**src/rtl/counter_pkg.sv**
```systemverilog
// Shared definitions for the multi-channel counter bank: action codes,
// mode values and the counter maximum helper.
package counter_pkg;

    typedef enum logic [2:0] {
        ACT_HOLD  = 3'd0,
        ACT_CLEAR = 3'd1,
        ACT_UP    = 3'd2,
        ACT_DOWN  = 3'd3,
        ACT_AUTO  = 3'd4
    } action_e;

    localparam logic MODE_WRAP = 1'b0;
    localparam logic MODE_SAT  = 1'b1;

    // All-ones value of a counter of the given width; computed in 33 bits so
    // that width 32 does not overflow.
    function automatic logic [31:0] cnt_max(input int unsigned width);
        logic [32:0] m;
        m = (33'd1 << width) - 33'd1;
        return m[31:0];
    endfunction

endpackage

```
**src/rtl/counter_channel.sv**
```systemverilog
// One up/down counter channel: priority decode, carry/borrow-aware next count
// and registered event triggers that line up with the registered count.
module counter_channel
    import counter_pkg::*;
#(
    parameter int WIDTH = 8
) (
    input  logic             sys_clk,
    input  logic             reset,
    input  logic             tick,
    input  logic             clear,
    input  logic             up,
    input  logic             down,
    input  logic             auto_en,
    input  logic             sat,
    input  logic [WIDTH-1:0] cmp,
    output logic [WIDTH-1:0] count,
    output logic             trig_zero,
    output logic             trig_cmp,
    output logic             trig_lim
);

    localparam logic [31:0]      CNT_MAX_FULL = cnt_max(WIDTH);
    localparam logic [WIDTH-1:0] CNT_MAX      = CNT_MAX_FULL[WIDTH-1:0];

    action_e          action;
    logic [WIDTH:0]   inc_full;
    logic [WIDTH:0]   dec_full;
    logic [WIDTH-1:0] count_reg, count_next;
    logic             trig_zero_reg, trig_zero_next;
    logic             trig_cmp_reg, trig_cmp_next;
    logic             trig_lim_reg, trig_lim_next;

    always_comb begin
        action = ACT_HOLD;
        if (clear)
            action = ACT_CLEAR;
        else if (up)
            action = ACT_UP;
        else if (down)
            action = ACT_DOWN;
        else if (auto_en && tick)
            action = ACT_AUTO;
    end

    // The extra top bit of each result flags carry out of max / borrow below 0.
    always_comb begin
        inc_full      = {1'b0, count_reg} + (WIDTH+1)'(1);
        dec_full      = {1'b0, count_reg} - (WIDTH+1)'(1);
        count_next    = count_reg;
        trig_lim_next = 1'b0;
        case (action)
            ACT_CLEAR: count_next = '0;
            ACT_UP, ACT_AUTO: begin
                if (inc_full[WIDTH]) begin
                    trig_lim_next = 1'b1;
                    if (sat == MODE_WRAP)
                        count_next = inc_full[WIDTH-1:0];
                end else begin
                    count_next = inc_full[WIDTH-1:0];
                end
            end
            ACT_DOWN: begin
                if (dec_full[WIDTH]) begin
                    trig_lim_next = 1'b1;
                    if (sat == MODE_WRAP)
                        count_next = CNT_MAX;
                end else begin
                    count_next = dec_full[WIDTH-1:0];
                end
            end
            default: count_next = count_reg;
        endcase
        // Edge-style events: only a real change of value can fire them.
        trig_zero_next = (count_next == '0) && (count_reg != '0);
        trig_cmp_next  = (count_next == cmp) && (count_next != count_reg);
    end

    always_ff @(posedge sys_clk) begin
        if (reset) begin
            count_reg     <= '0;
            trig_zero_reg <= 1'b0;
            trig_cmp_reg  <= 1'b0;
            trig_lim_reg  <= 1'b0;
        end else begin
            count_reg     <= count_next;
            trig_zero_reg <= trig_zero_next;
            trig_cmp_reg  <= trig_cmp_next;
            trig_lim_reg  <= trig_lim_next;
        end
    end

    assign count     = count_reg;
    assign trig_zero = trig_zero_reg;
    assign trig_cmp  = trig_cmp_reg;
    assign trig_lim  = trig_lim_reg;

endmodule

```
**src/rtl/multi_counter_bank.sv**
```systemverilog
// Bank of independent up/down counters sharing one programmable prescaler tick.
// Controls arrive as levels; counts and event pulses are all registered.
module multi_counter_bank
    import counter_pkg::*;
#(
    parameter int N_CH      = 4,
    parameter int WIDTH     = 8,
    parameter int DIV_WIDTH = 24
) (
    input  logic                  sys_clk,
    input  logic                  reset,
    input  logic [DIV_WIDTH-1:0]  div_reload,
    input  logic [N_CH-1:0]       ch_clear,
    input  logic [N_CH-1:0]       ch_up,
    input  logic [N_CH-1:0]       ch_down,
    input  logic [N_CH-1:0]       ch_auto,
    input  logic [N_CH-1:0]       ch_sat,
    input  logic [N_CH*WIDTH-1:0] ch_cmp,
    output logic [N_CH*WIDTH-1:0] count,
    output logic                  tick,
    output logic [N_CH-1:0]       trig_zero,
    output logic [N_CH-1:0]       trig_cmp,
    output logic [N_CH-1:0]       trig_lim
);

    logic [DIV_WIDTH-1:0] div_cnt_reg;
    logic                 tick_reg;

    // div_reload is only sampled on reload, so a new value never cuts short
    // the period already in progress.
    always_ff @(posedge sys_clk) begin
        if (reset) begin
            div_cnt_reg <= div_reload;
            tick_reg    <= 1'b0;
        end else if (div_cnt_reg == '0) begin
            div_cnt_reg <= div_reload;
            tick_reg    <= 1'b1;
        end else begin
            div_cnt_reg <= div_cnt_reg - DIV_WIDTH'(1);
            tick_reg    <= 1'b0;
        end
    end

    assign tick = tick_reg;

    generate
        for (genvar gi = 0; gi < N_CH; gi++) begin : g_ch
            counter_channel #(
                .WIDTH (WIDTH)
            ) u_channel (
                .sys_clk   (sys_clk),
                .reset     (reset),
                .tick      (tick_reg),
                .clear     (ch_clear[gi]),
                .up        (ch_up[gi]),
                .down      (ch_down[gi]),
                .auto_en   (ch_auto[gi]),
                .sat       (ch_sat[gi]),
                .cmp       (ch_cmp[gi*WIDTH +: WIDTH]),
                .count     (count[gi*WIDTH +: WIDTH]),
                .trig_zero (trig_zero[gi]),
                .trig_cmp  (trig_cmp[gi]),
                .trig_lim  (trig_lim[gi])
            );
        end
    endgenerate

endmodule

```
**config.mk**
```make
export PLATFORM = sky130hd
export DESIGN_NAME = multi_counter_bank
export DESIGN_NICKNAME = d
export VERILOG_FILES = /design/src/rtl/counter_pkg.sv /design/src/rtl/counter_channel.sv /design/src/rtl/multi_counter_bank.sv
export SDC_FILE = /design/constraint.sdc
export NUM_CORES = 1
export LEC_CHECK = 0
export ABC_CLOCK_PERIOD_IN_PS = 2500
export CAP_MARGIN = 25
export CELL_PAD_IN_SITES_DETAIL_PLACEMENT = 0
export CELL_PAD_IN_SITES_GLOBAL_PLACEMENT = 2
export CORE_AREA = 2 2 166 168
export CTS_BUF_LIST = sky130_fd_sc_hd__clkbuf_4
export DETAILED_ROUTE_END_ITERATION = 16
export DIE_AREA = 0 0 168 170
export GPL_TIMING_DRIVEN = 0
export PLACE_DENSITY_LB_ADDON = 0.1
export RECOVER_POWER = 50
export SLEW_MARGIN = 20
export SYNTH_ARGS = -nofsm -noshare
export SYNTH_HDL_FRONTEND = slang
export SYNTH_HIERARCHICAL = 1
export SYNTH_SLANG_ARGS = --single-unit
```
**constraint.sdc**
```tcl
create_clock -name sys_clk -period 2.5 [get_ports sys_clk]
set_clock_uncertainty 0.2 [all_clocks]
set_input_delay 0.5 -clock sys_clk [delete_from_list [all_inputs] [get_ports sys_clk]]
set_output_delay 0.5 -clock sys_clk [all_outputs]
set_load 0.005 [all_outputs]
```
==> Word-level counts from Yosys, hierarchy flattened <==
Index checks and enable logic that the tools add are counted.
W data, S select, Z words.
{ "totals": {"reg_bits": 69} }
{ "op_classes": {"addsub": 9, "n_eq_ne": 24, "mux": 51, "reduce_logical": 25} }
{ "ops": {"columns": ["cell", "count"], "rows": [
  ["$mux W8", 16],
  ["$pmux W8 S3", 4],
  ["$mux W24", 2],
  ["$mux W3", 16],
  ["$add A8 B1 Y9 const B", 4],
  ["$sub A8 B1 Y9 const B", 4],
  ["$eq A8 B8 Y1", 4],
  ["$logic_not A8 Y1", 4],
  ["$ne A8 B8 Y1", 4],
  ["$reduce_bool A8 Y1", 4],
  ["$eq A3 B2 Y1 const B", 8],
  ["$logic_not A24 Y1", 1],
  ["$sub A24 B1 Y24 const B", 1],
  ["$eq A3 B1 Y1 const B", 4],
  ["$eq A3 B3 Y1 const B", 4],
  ["$logic_and A1 B1 Y1", 12],
  ["$mux W1", 9],
  ["$pmux W1 S2", 4],
  ["$reduce_or A2 Y1", 4]
]} }

==> Depth between registers and ports, before layout <==
Gate-level depths: netlist of run 1.
{ "logic_depth": {"ltp_word": 10, "depth_mapped": 10} }

==> By module <==
The synthesis of run 1 kept the hierarchy.
{ "modules_own_cells": {"columns": ["mod", "instances", "cells_per_inst", "area_per_inst_um2", "seq_area_each_um2"], "rows": [
  ["counter_channel", 4, 227, 1576.5, 220.2],
  ["multi_counter_bank", 1, 151, 1336.3, 500.5]
]} }

==> Least setup slack after synthesis of run 1 <==
Ideal clock, no wire load.
{ "synth_timing": {"path_type": "reg-to-reg", "startpoint": "reg g_ch[0].u_channel.count_reg[1]", "endpoint": "reg g_ch[0].u_channel.trig_cmp_reg", "setup_ns": 0.103, "t_arrival_ns": 2.527, "required_ns": 2.197, "slack_ns": -0.330, "path_stages_with_launch": 11, "n_path_buf": 1, "period_less_slack_ns": 2.830, "cell_sequence": "dfxtp_1 > clkbuf_1 > inv_1 > ha_1 > or4b_4 > o21ai_2 > a31oi_1 > or3_1 > a222oi_1 > nand4_1 > a2111oi_2"} }
{ "synth_between": {"elab_chain_len": 6} }
{ "synth_lines": {"columns": ["item", "line", "rtl"], "rows": [
  ["from (decl)", "counter_channel.sv:29", "logic [WIDTH-1:0] count_reg, count_next;"],
  ["from (signal assigned)", "counter_channel.sv:86", "count_reg <= count_next;"],
  ["$add A8 B1 Y9", "counter_channel.sv:48", "inc_full = {1'b0, count_reg} + (WIDTH+1)'(1);"],
  ["$mux W8", "counter_channel.sv:57", "if (sat == MODE_WRAP)"],
  ["$mux W8", "counter_channel.sv:55", "if (inc_full[WIDTH]) begin"],
  ["$pmux W8 S3", "counter_channel.sv:52", "case (action)"],
  ["$eq A8 B8 Y1 / $ne A8 B8 Y1 (equally long branches)", "counter_channel.sv:76", "trig_cmp_next = (count_next == cmp) && (count_next != count_reg);"],
  ["$logic_and A1 B1 Y1 *", "counter_channel.sv:76", null],
  ["to (signal assigned)", "counter_channel.sv:88", "trig_cmp_reg <= trig_cmp_next;"],
  ["to (decl)", "counter_channel.sv:31", "logic trig_cmp_reg, trig_cmp_next;"]
]} }
Every way passes the cells marked *; elsewhere a longest branch is shown, timed or not.
A chain may end at the register's enable or synchronous reset.

==> Final worst setup path of run 1 <==
{ "layout_timing": {"startpoint": "reg g_ch[3].u_channel.count_reg[4]", "endpoint": "reg g_ch[3].u_channel.trig_cmp_reg"} }
{ "layout_between": {"elab_chain_len": 6} }
{ "layout_lines": {"columns": ["item", "line"], "rows": [
  ["from (decl)", "counter_channel.sv:29"],
  ["from (signal assigned)", "counter_channel.sv:86"],
  ["$add A8 B1 Y9", "counter_channel.sv:48"],
  ["$mux W8", "counter_channel.sv:57"],
  ["$mux W8", "counter_channel.sv:55"],
  ["$pmux W8 S3", "counter_channel.sv:52"],
  ["$eq A8 B8 Y1 / $ne A8 B8 Y1 (equally long branches)", "counter_channel.sv:76"],
  ["$logic_and A1 B1 Y1 *", "counter_channel.sv:76"],
  ["to (signal assigned)", "counter_channel.sv:88"],
  ["to (decl)", "counter_channel.sv:31"]
]} }
Marks and branches as above.

==> impl_metrics.csv, run 1 <==
group,metric,value,unit
status,status,"complete, but fails checks",
status,failed_checks,"setup timing",
clock_network,htree_num_levels,3,
yosys,synth-seq-cells,69,
floorplan,start_util,0.287,
yosys,synth_compound_area_frac,0.360,
power,ir_drop,0.178,mV
sta,worstMarginPinSlew,856,ps
place,globalplace.congestion,0.901,
clock_network,clockRootBuffer,"clkbuf_4",
yosys,post_synth_inst_count,1059,
clock_network,cts_sinks,69,
yosys,synth_edf_count,0,
yosys,synth_top_flop_cell,"dfxtp_1",
sta,timing.final.max_slew_violations,0,
sta,hold_viol_final,0,
clock_network,insertion_delay,450,ps
yosys,synth_fa_ha_area_frac,0.0229,
final_layout,drive_gt1_frac,0.244,
yosys,ys_types,72,
yosys,yosysMostFrequentCell,"nor2_1",
yosys,synth_nets,1151,
clock_network,cts_tree,"built",
setup_path,path_depth,8,
sta,tns,-2460,ps
final_layout,seqCellArea,1400,sq um
routing,wl,32.2,mm
setup_path,cp.arrival,3220,ps
yosys,ys_seq_area_frac,0.181,
routing,wl_per_cell,20.1,microns
yosys,yosys.area_share.simple,0.316,
setup_path,reg2regPathDepth,8,
run,drv_cap,0,
clock_network,hold_buffers,0,
clock_network,path_clk_slew,150,ps
floorplan,core-area,26700,sq um
yosys,synth.area.mux_share,0.00278,
sta,fin_crit,3060,ps
worst_hold_path,min_path_cells,2,
place,dpl.hpwl,23.8,mm
yosys,yosys-top-cells-count,"98 x nor2_1, 77 x a21oi_1, 75 x nand2_1",
setup_path,critPathLaunchType,"flop",
routing,antenna_left,0,
yosys,async_reset_ff_frac,0,
setup_path,critPathMostFrequentCell,"nand4_1",
final_layout,fin_cells,1602,
floorplan,chipHeight,170,microns
routing,via_per_inst,5.87,
yosys,synth_area_per_cell,7.22,sq um
sta,setup_viol,9,
yosys,yosys.area_share.xor_xnor,0.0390,
routing,route.detailed.drc,0,
global_routing,antenna_found_initial,1,
global_routing,grt_pass1_wl,50.3,mm
setup_path,crit_family,"compound AO/OA/AOI/OAI gates",
floorplan,fp.dieW,168,microns
worst_hold_path,worstHoldPathType,"reg -> reg",
place,io_buffers,122,
routing,highest_layer,"met4",
setup_path,worst_path_max_delay_cell,"dfxtp_1",
routing,wl_met2,14.4,mm
yosys,post-synth-top-area-cell,"dfxtp_1",
final_layout,fill_cells,2760,
setup_path,cp_num_buf_inv,1,
routing,dr.pass1.iters,5,
routing,drtIter0Drc,949,
setup_path,critPathMaxFanout,10,
final_layout,multi_input_area,6410,sq um
yosys,synth_area_leaders,"dfxtp_1 18%, a21oi_1 5.0%, nor2_1 4.8%",
global_routing,grt_pass1_vias,8770,
sta,finalCritPeriodShare,1.22,
yosys,synth_top_family_by_area,"compound AO/OA/AOI/OAI gates",
sta,max_freq,327,MHz
setup_path,cp.required,2660,ps
power,p_total,0.00397,W
clock_network,cts_buffer_depth,2,
place,dp.cells,1524,
setup_path,path_cells,"buf_4 > nand4_1 > a211oi_1 > nor3_2 > or3_1 > a222oi_1 > nand4_1 > a2111oi_2",
power,powerDensity,365,nW/um^2
global_routing,grt_max_degree,13,
floorplan,core.rowCount,60,
setup_path,cpPeakStageDelay,510,ps
sta,grt_setup_unrepaired,"yes",
clock_network,cts_inserted_buffers,9,
floorplan,die-area,28600,sq um
global_routing,grt_overflow,0,
sta,max-slew-margin-rel,0.426,
routing,dr_wl_met3,1.98,mm
setup_path,path_class,"reg -> reg",
global_routing,grt_usage,0.220,
final_layout,finalNetCount,1344,
routing,via_count,9402,
yosys,netlist_area,7640,sq um
final_layout,largest_reg_flops,32,
sta,worst_slack,-561,ps
setup_path,end_kind,"flop",
routing,wl_met1,14.8,mm
floorplan,pin_count,123,
power,p_leak,3.97,nW
yosys,synth_top_area_frac,0.181,
final_layout,syn_to_final_growth,42.1,%
yosys,ys_warn_count,6,
per-stage QoR:
stage,util,worst slack (ps),hold WS [ps],instance area [sq um]
global placement,0.354,-1740,284,9430
CTS,0.390,-649,306,10400
detailed placement,0.356,-1320,288,9480
finish,0.407,-561,310,10900
global route,0.407,-656,342,10900
floorplan,-,-183,252,7780
power breakdown:
part	total, W	leakage (nW)	internal [W]	switching (W)
Clock	0.000784	0.0721	0.000306	0.000477
Combinational	0.00191	3.33	0.000895	0.00102
Sequential	0.00127	0.573	0.00118	0.0000936
what timing repair did:
| item | CTS | global route |
|---|---|---|
| resized for setup | 138 | 75 |
| setup buffers | 41 | 25 |
| setup endpoints to repair | 24 | 23 |
| pin swaps | 30 | 36 |
cell usage in the layout (no fill, tap or decap), types with 22 or more instances in the layout:
master	instances
o21ai_0	35
o211ai_1	28
dfxtp_1	59
nand4_1	34
clkbuf_2	22
nand2_1	72
nand3_1	29
buf_4	62
clkdlybuf4s50_1	98
nor2_1	94
a31oi_1	24
a21oi_1	75
inv_1	43
worst min-delay path, cell delays in order, from the launching register on:
cell and delay [ps]:
dfxtp_1 360, nand2_1 70, a21oi_1 50
final timing paths:
| check | start | endpoint | slack (ps) |
|---|---|---|---|
| max | g_ch[3].u_channel/count[4]$_SDFF_PP0_ | g_ch[3].u_channel/trig_cmp$_SDFF_PP0_ | -560 |
| min | div_cnt_reg[22]$_DFF_P_ | div_cnt_reg[22]$_DFF_P_ | 310 |
| max reg2reg | g_ch[3].u_channel/count[4]$_SDFF_PP0_ | g_ch[3].u_channel/trig_cmp$_SDFF_PP0_ | -560 |
| min reg2reg | div_cnt_reg[22]$_DFF_P_ | div_cnt_reg[22]$_DFF_P_ | 310 |
kinds of logic after synthesis:
group,after synthesis
compound gates,385
xor+xnor,34
fa+ha+maj,14
buf+inv,135
flops,69
mux,2
simple gates,420
area by class of cell:
class | instances | share of cell area
clock inverters | 5 | 0.00484
plain buffers | 75 | 0.0447
inverters | 52 | 0.0217
flip-flops and latches | 69 | 0.129
diodes | 5 | 0.00115
clock buffers | 10 | 0.00691
repair buffers | 190 | 0.162
well taps | 341 | 0.0393
multi-input cells | 855 | 0.591
routing by layer:
metal | GRT usage | vias to the layer above
met1 | 0.307 | 4470
met3 | 0.0309 | 72
li1 | - | 4459
met5 | 0 | -
met4 | 0.0824 | 0
met2 | 0.345 | 401
Power figures use the tool's default switching activity.
==> run 2, diff against run 1 <==
--- a/config.mk
+++ b/config.mk
@@ -9,10 +9,10 @@
 export CAP_MARGIN = 25
 export CELL_PAD_IN_SITES_DETAIL_PLACEMENT = 0
 export CELL_PAD_IN_SITES_GLOBAL_PLACEMENT = 2
-export CORE_AREA = 2 2 166 168
-export CTS_BUF_LIST = sky130_fd_sc_hd__clkbuf_4
+export CORE_AREA = 2 2 169 171
+export CTS_BUF_LIST = sky130_fd_sc_hd__clkbuf_16
 export DETAILED_ROUTE_END_ITERATION = 16
-export DIE_AREA = 0 0 168 170
+export DIE_AREA = 0 0 171 173
 export GPL_TIMING_DRIVEN = 0
 export PLACE_DENSITY_LB_ADDON = 0.1
 export RECOVER_POWER = 50
==> run 2 against run 1 <==
  * Flip-flop and latch count stayed put
  * Largest cell class unchanged
  * Global-route usage is 0.21 points lower
  * Largest power group unchanged
  * Die area is 3.6% higher
  * First-iteration DRC count is 9.9% lower
  * Highest routed layer unchanged
  * Hold slack worse by 7.8 ps
  * The flow still finishes with violations (setup timing)
  * Combinational power is 4% lower
  * Routed wire length is 2.2% higher
  * Cell count is 1.2% higher
  * Maximum frequency is 0.97% higher
  * Critical endpoint is now g_ch[2].u_channel/trig_cmp$_SDFF_PP0_
  * Utilization is 1.1 points lower
  * Register-to-register slack better by 30 ps
  * Sequential power hardly changed
==> impl_metrics.csv, run 2 (synthesis results as in run 1) <==
group,metric,value,unit
final_layout,layout_commonest_cell,"nor2_1",
place,place_area,9520,sq um
routing,via_per_inst,5.75,
setup_path,cp.required,2550,ps
power,ir_drop,0.211,mV
clock_network,clockRootBuffer,"clkbuf_16",
place,globalplace.congestion,0.906,
status,status,"complete, but fails checks",
floorplan,start_util,0.277,
sta,hold_viol_final,0,
floorplan,core-area,27600,sq um
final_layout,finish.utilization,0.397,
routing,dr.pass1.iters,5,
routing,wl_met1,14.5,mm
sta,grt_setup_unrepaired,"yes",
final_layout,final_cell_area,11000,sq um
routing,via_count,9332,
floorplan,die-area,29600,sq um
floorplan,chipHeight,173,microns
final_layout,multi_input_area,6350,sq um
global_routing,grt_pass1_vias,8858,
clock_network,cts_tree,"built",
routing,drtIter0Drc,855,
clock_network,cts_inserted_buffers,9,
sta,worstMarginPinSlew,709,ps
clock_network,cts_sinks,69,
final_layout,final_cell_mix,"94 x nor2_1, 75 x a21oi_1, 72 x clkdlybuf4s50_1",
floorplan,core.rowCount,61,
routing,antenna_left,0,
routing,wl,32.9,mm
clock_network,htree_num_levels,3,
place,io_buffers,122,
power,p_leak,4.07,nW
setup_path,end_kind,"flop",
final_layout,largest_reg_flops,32,
setup_path,critPathMaxFanout,5,
sta,whs,303,ps
sta,tns,-2100,ps
floorplan,pin_count,123,
final_layout,fin_cells,1622,
setup_path,critPathLaunchType,"flop",
clock_network,insertion_delay,360,ps
sta,timing.final.max_slew_violations,0,
place,dp.cells,1561,
final_layout,finalNetCount,1331,
sta,worst_slack,-532,ps
final_layout,antennaDiodeCount,0,
routing,dr_wl_met3,2.53,mm
final_layout,fill_cells,2960,
setup_path,path_class,"reg -> reg",
clock_network,path_clk_slew,70,ps
power,powerDensity,438,nW/um^2
routing,route.detailed.drc,0,
sta,setup_viol,8,
global_routing,grt_overflow,0,
global_routing,grt_max_degree,14,
worst_hold_path,worstHoldPathType,"reg -> reg",
place,dpl.hpwl,24.2,mm
sta,finalCritPeriodShare,1.21,
final_layout,drive_gt1_frac,0.238,
routing,wl_per_cell,20.3,microns
global_routing,grt_usage,0.218,
sta,max-slew-margin-rel,0.526,
final_layout,syn_to_final_growth,43.5,%
floorplan,fp.dieW,171,microns
routing,wl_met2,15.1,mm
sta,max_freq,330,MHz
sta,fin_crit,3030,ps
run,drv_cap,0,
global_routing,grt_pass1_wl,51.1,mm
clock_network,cts_buffer_depth,2,
setup_path,cp.arrival,3090,ps
routing,highest_layer,"met4",
status,failed_checks,"setup timing",
global_routing,antenna_found_initial,0,
final_layout,seqCellArea,1400,sq um
-- run 2: cell type report --
type | instances | share of cell area
plain buffers | 78 | 0.0478
clock buffers | 9 | 0.0205
clock inverters | 7 | 0.0134
inverters | 52 | 0.0215
multi-input cells | 855 | 0.579
flip-flops and latches | 69 | 0.128
well taps | 378 | 0.0431
repair buffers | 174 | 0.147
-- run 2: routing by layer --
metal	up-vias	track usage
li1	4430	-
met1	4411	0.295
met2	438	0.350
met3	53	0.0380
met4	0	0.0717
met5	-	0
-- run 2: power by group --
| part | leakage, nW | internal, W | switching (W) |
|---|---|---|---|
| combinational | 3.32 | 0.000840 | 0.000992 |
| clock | 0.180 | 0.00109 | 0.000609 |
| sequential | 0.573 | 0.00118 | 0.0000970 |
-- run 2: what timing repair did --
action                                  in CTS  in global routing
cloned                                       0                  1
pin swaps                                   34                 24
hold buffers                                 0                  0
setup buffers                               34                 15
gates resized for setup                    137                 87
endpoints found under the setup margin      25                 27
-- run 2: path summary, 6_finish.rpt --
kind                                         startpoint                                    end  slack (ps)  depth (start not counted)
hold / removal                  div_cnt_reg[22]$_DFF_P_                div_cnt_reg[22]$_DFF_P_         300                          2
hold reg to reg                 div_cnt_reg[22]$_DFF_P_                div_cnt_reg[22]$_DFF_P_         300                          2
setup / recovery  g_ch[2].u_channel/count[0]$_SDFF_PP0_  g_ch[2].u_channel/trig_cmp$_SDFF_PP0_        -530                         10
setup reg to reg  g_ch[2].u_channel/count[0]$_SDFF_PP0_  g_ch[2].u_channel/trig_cmp$_SDFF_PP0_        -530                         10
-- run 2: worst max-delay path, cell delays in order (launching register included) --
cell       delay, ps
dfxtp_4          360
buf_6            130
inv_4             60
ha_4             120
or4b_4           510
o21ai_0          470
o311ai_4         250
nand2_1          130
a21oi_1           80
a31o_2           260
a2111oi_2        360
-- run 2: stage by stage --
step                total power (W)  worst slack, ps
finish                      0.00480             -532
floorplan                   0.00226             -183
detailed placement          0.00283            -1350
CTS                         0.00473             -618
global route                0.00506             -699
global placement            0.00286            -1740
